**src/rtl/pic_ram_arbiter.sv**
```systemverilog
// pic_ram_arbiter: shares one single-port pixel RAM between a priority display read pipe and a FIFO-buffered loader write path
module pic_ram_arbiter #(
  parameter int DEPTH = 4800,
  parameter int AW = 13,
  parameter int FIFO_DEPTH = 4
) (
  input  logic          clk,
  input  logic          rst,
  input  logic          rd_req,
  input  logic [AW-1:0] rd_addr,
  output logic [7:0]    rd_data,
  output logic          rd_valid,
  input  logic          wr_valid,
  output logic          wr_ready,
  input  logic [AW-1:0] wr_addr,
  input  logic [7:0]    wr_data,
  output logic [AW-1:0] ram_addr,
  output logic          ram_we,
  output logic [7:0]    ram_wdata,
  input  logic [7:0]    ram_rdata,
  output logic [1:0]    gnt,
  output logic          err_addr,
  input  logic          err_clr,
  output logic [AW-1:0] wr_cnt
);
  localparam int PW = FIFO_DEPTH > 1 ? $clog2(FIFO_DEPTH) : 1;
  localparam logic [PW:0] FD = (PW + 1)'(FIFO_DEPTH);
  localparam logic [AW-1:0] LIM = AW'(DEPTH);
  typedef enum logic [1:0] {IDLE = 2'b00, READ = 2'b01, WRITE = 2'b10} state_t;
  state_t r_state, w_next;
  logic [AW-1:0] r_fa [FIFO_DEPTH];
  logic [7:0] r_fd [FIFO_DEPTH];
  logic [PW-1:0] r_head, r_tail;
  logic [PW:0] r_count, w_count_nx;
  logic w_push, w_keep, w_pop, w_oor, r_rd_p2;
  always_comb begin
    w_oor = wr_addr >= LIM;
    w_push = wr_valid & wr_ready;
    w_keep = w_push & ~w_oor;
    w_next = rd_req ? READ : (r_count != '0 ? WRITE : IDLE);
    w_pop = w_next == WRITE;
    w_count_nx = r_count + (PW + 1)'(w_keep) - (PW + 1)'(w_pop);
  end
  assign gnt = r_state;
  always_ff @(posedge clk) begin
    if (w_keep) begin
      r_fa[r_tail] <= wr_addr;
      r_fd[r_tail] <= wr_data;
    end
  end
  always_ff @(posedge clk or posedge rst) begin
    if (rst) begin
      r_state <= IDLE;
      r_head <= '0;
      r_tail <= '0;
      r_count <= '0;
      wr_ready <= 1'b0;
      ram_addr <= '0;
      ram_we <= 1'b0;
      ram_wdata <= '0;
      wr_cnt <= '0;
      err_addr <= 1'b0;
      r_rd_p2 <= 1'b0;
      rd_valid <= 1'b0;
      rd_data <= '0;
    end else begin
      r_state <= w_next;
      r_count <= w_count_nx;
      wr_ready <= w_count_nx < FD;
      ram_we <= w_pop;
      if (w_next == READ) ram_addr <= rd_addr;
      else if (w_pop) ram_addr <= r_fa[r_head];
      if (w_pop) begin
        ram_wdata <= r_fd[r_head];
        r_head <= r_head + PW'(1);
        wr_cnt <= wr_cnt + AW'(1);
      end
      if (w_keep) r_tail <= r_tail + PW'(1);
      err_addr <= (w_push & w_oor) | (err_addr & ~err_clr);
      r_rd_p2 <= r_state == READ;
      rd_valid <= r_rd_p2;
      if (r_rd_p2) rd_data <= ram_rdata;
    end
  end
endmodule

```
**config.mk**
```make
export PLATFORM = sky130hd
export DESIGN_NAME = pic_ram_arbiter
export DESIGN_NICKNAME = d
export VERILOG_FILES = /design/src/rtl/pic_ram_arbiter.sv
export SDC_FILE = /design/constraint.sdc
export NUM_CORES = 1
export LEC_CHECK = 0
export ABC_AREA = 1
export BUFFER_PORTS_ARGS = -buffer_cell sky130_fd_sc_hd__buf_2
export CAP_MARGIN = 25
export CORE_MARGIN = 5
export CORE_UTILIZATION = 51
export CTS_BUF_LIST = sky130_fd_sc_hd__clkbuf_16
export DETAILED_ROUTE_END_ITERATION = 8
export PLACE_DENSITY = 0.72
export SLEW_MARGIN = 40
export SYNTH_ARGS = -nofsm -noshare
export SYNTH_HDL_FRONTEND = slang
export SYNTH_SLANG_ARGS = --single-unit
```
**constraint.sdc**
```tcl
create_clock -name clk -period 3.2 [get_ports clk]
set_clock_uncertainty 0.1 [all_clocks]
set_input_delay 0.16 -clock clk [delete_from_list [all_inputs] [get_ports clk]]
set_output_delay 0.16 -clock clk [all_outputs]
set_load 0.005 [all_outputs]
```
==> impl_results.md <==
- Drt drc: 0
- Largest net degree at the start of global routing: 57
- Vias in the first global route: 4,352
- CTS tree: yes
- Leakage: about 3.2 nW
- Period utilisation layout: 80.1%
- # diodes: 0
- Clock-pin slew on the worst setup and hold paths: 0.06 ns
- Largest stage delay on the critical path: 0.42 ns
- Number of warnings issued by yosys: 0
- # Post-CTS Setup Buffers: 0
- PwrDens: 808 mW/mm²
- Post-DRT Antenna Nets: 0
- Reg-to-Reg End: wr_ready
- Tightest Hold Check Type: input port to flop
- Port bufs: 94
- Hold wc startpoint: rd_addr[12]
- Hpwl dp: 7540 µm
- Synth cell types: 28
- Syn nets: 586
- Final TNS setup: 0 ns
- # rows: 38
- Final core occ: 67.3%
- Layout cells sized above 1: 21.6%
- Final Setup Violations: 0
- Int Power: 4.08 mW
- Core Area: 0.0110 mm²
- Clock network fraction of total power: between 30% and 40%
- Largest cells by area after synthesis: edfxtp_1, dfrtp_1, nand2_1
- Nets: about 730
- Initial antenna violation count: 0
- Net switching power: 1.89 mW
- Starting density of the core: between 50% and 60%
- GRT Total Usage: 20.0%
- Max Cap Viol: 0
- Cell accounting for the most synthesized area: edfxtp_1
- Top-count cell post-synth: nand2_1
- Slew margin rel.: 59.7%
- Final worst slack: 0.638 ns
- Synth Flop Type: edfxtp_1
- R2R Path Start: r_count[1]
- Cell mode on critical path: inv_1
- Clock sinks: 139
- Die width: about 120 µm
- Worst-Skew Late Latency: 0.41 ns
- Hold_buf cts: between 40 and 50
- CTS Buf Count: 17
- 1st-pass router iterations: 5
- Worst path bufs/invs: 4
- Placer congestion estimate: 0.809
- Vias/cell: ~5.0
- R2R cell count: 11
- CP delay by family, top: adder cells
- Post-synth EDFFs: 84
- FF-to-FF setup slack: 0.64 ns
- Critical-path cell list: nor2_1 > nand2_1 > nand2_2 > inv_2 > ha_1 > inv_1 > ha_1 > inv_1 > fa_1 > xor2_1 > inv_1
- Worst hold path cell count: 5
- Combinational share of power: 26.1%
- Die ar.: 0.0135 mm²
- Seq pwr share: a little over two fifths
- Worst-Margin Slew: 0.604 ns
- Post-synth top area share: 43.7%
- CTS Buffer Depth: 2
- Vias: 4,145
- H-tree depth: 4
- Crit path time final: 2.56 ns
- Critical path launch point: r_count[1]
- Kind of critical path: flop to flop
- Root Driver: clkbuf_16
- Final Hold Fails: 0
- Status: completed
- Congestion Overflow GR: 0
- Post-Syn Area: approximately 0.0058 mm²
- Maximum vdd drop: 372 µV
- Syn_area_per_cell: roughly 11 µm²
- Starting DRC count in detailed routing: roughly 310
- Area delta synth->final: 28.2%
- Worst path required time: ~3.4 ns
- Synthesized flop and latch total: around 140
- Final Max Tran Viols: 0
- End of the worst hold path: ram_addr[12]
- IO Count: 95
- Crit-path slowest cell: dfrtp_1
- Synth top cells by count: nand2_1, nor2_1, edfxtp_1, dfrtp_1, inv_1
- Synth async-reset ratio: ~40%
- Drt total wl: 12,600 µm
- Worst Path Max Fanout: 17
- Drt wl/cell: 15.2 µm
- Worst slack, placed: 0.615 ns
- Die Height: 116 µm
- Worst Path Arrival: 2.75 ns
- RSZ-0062 raised after global routing: false
- Sw Share: 31.6%
- Cts repair resizes: 0
- First-pass GRT wire length: 20,600 µm
- Worst setup EP type: flop
- Max Clk Rate: 0.390 GHz
- Startpoint Class: flop
- Sequential-to-total area share from yosys stat: 67.6%
- Mapped Cells: 531
## metrics by stage
stage	power, mW	hold slack [ns]	instances	cell area (µm²)
2_1_floorplan	3.52	0.0914	531	5770
3_3_place_gp	3.97	0.206	752	6360
3_5_place_dp	4.04	0.210	752	6360
4_1_cts	6.02	0.0214	829	7390
5_1_grt	6.34	0.0331	829	7390
6_report	5.97	0.0361	829	7390
## power by group through the flow
stage	logic (mW)	registers, mW	clock network [mW]
after global placement	1.47	2.51	0
final	1.56	2.49	1.92
after detailed placement	1.51	2.53	0
after global routing	1.78	2.54	2.03
after floorplan	1.03	2.49	0
after CTS	1.58	2.49	1.94
## metal layers
metal / vias to the layer above / share of wire, % / global-route usage, %
met3: 15 / 6.6 / 5.39
met1: 1969 / 41 / 24.5
met4: 0 / 1.4 / 7.12
li1: 2040 / - / -
met2: 121 / 51 / 34.2
met5: - / 0 / 0
## kinds of logic (layout without fill, tap and decap cells)
logic type | count (synthesis) | count (layout) | synth area share (%)
xor gates and xnor gates | 8 | 8 | 1.21
and+or+nand+nor | 224 | 224 | 15.5
DFF | 139 | 139 | 67.6
AOI/OAI and AO/OA | 65 | 65 | 6.23
muxes | 8 | 8 | 1.56
adders and majority gates | 8 | 8 | 1.87
buffers and inverters | 79 | 237 | 6.03
## cell usage in the layout, fill, tap and decap left out, types with 9 or more instances in the layout
cell	n
nor2_1	88
edfxtp_1	84
dlygate4sd3_1	45
clkbuf_16	17
o211ai_1	13
buf_2	94
inv_1	54
o21ai_0	36
nand3_1	20
dfrtp_1	55
buf_4	9
nand2_1	101
## state kept, by name, summed over array words and instances (netlist names)
| register | flops |
|---|---|
| r_count | 3 |
| r_tail | 2 |
| wr_cnt | 13 |
| err_addr | 1 |
| gnt | 2 |
| rd_valid | 1 |
| wr_ready | 1 |
| ram_addr | 13 |
| r_rd_p2 | 1 |
| r_fa | 52 |
| rd_data | 8 |
| r_fd | 32 |
| r_head | 2 |
| ram_wdata | 8 |
## final cells by class
| class | count | area (µm²) |
|---|---|---|
| Sequential cell | 139 | 3900 |
| Clock buffer | 17 | 425 |
| Tap cell | 140 | 175 |
| Clock inverter | 15 | 156 |
| Multi-Input combinational cell | 313 | 1530 |
| Timing Repair Buffer | 148 | 988 |
| Fill cell | 816 | 3590 |
| Inverter | 57 | 218 |
## worst max-delay path by stage
stage                     depth (start not counted)       end
after floorplan                                  12  wr_ready
after global placement                           11  wr_ready
after detailed placement                         11  wr_ready
after CTS                                        11  wr_ready
after global routing                             11  wr_ready
final                                            11  wr_ready
## tightest hold or removal path, stage by stage
cell and delay (ns):
buf_2 0.07, o21ai_0 0.09, inv_1 0.08, nand2_1 0.05, nand2_1 0.05
Note: power is estimated with default switching activity, not from simulation.
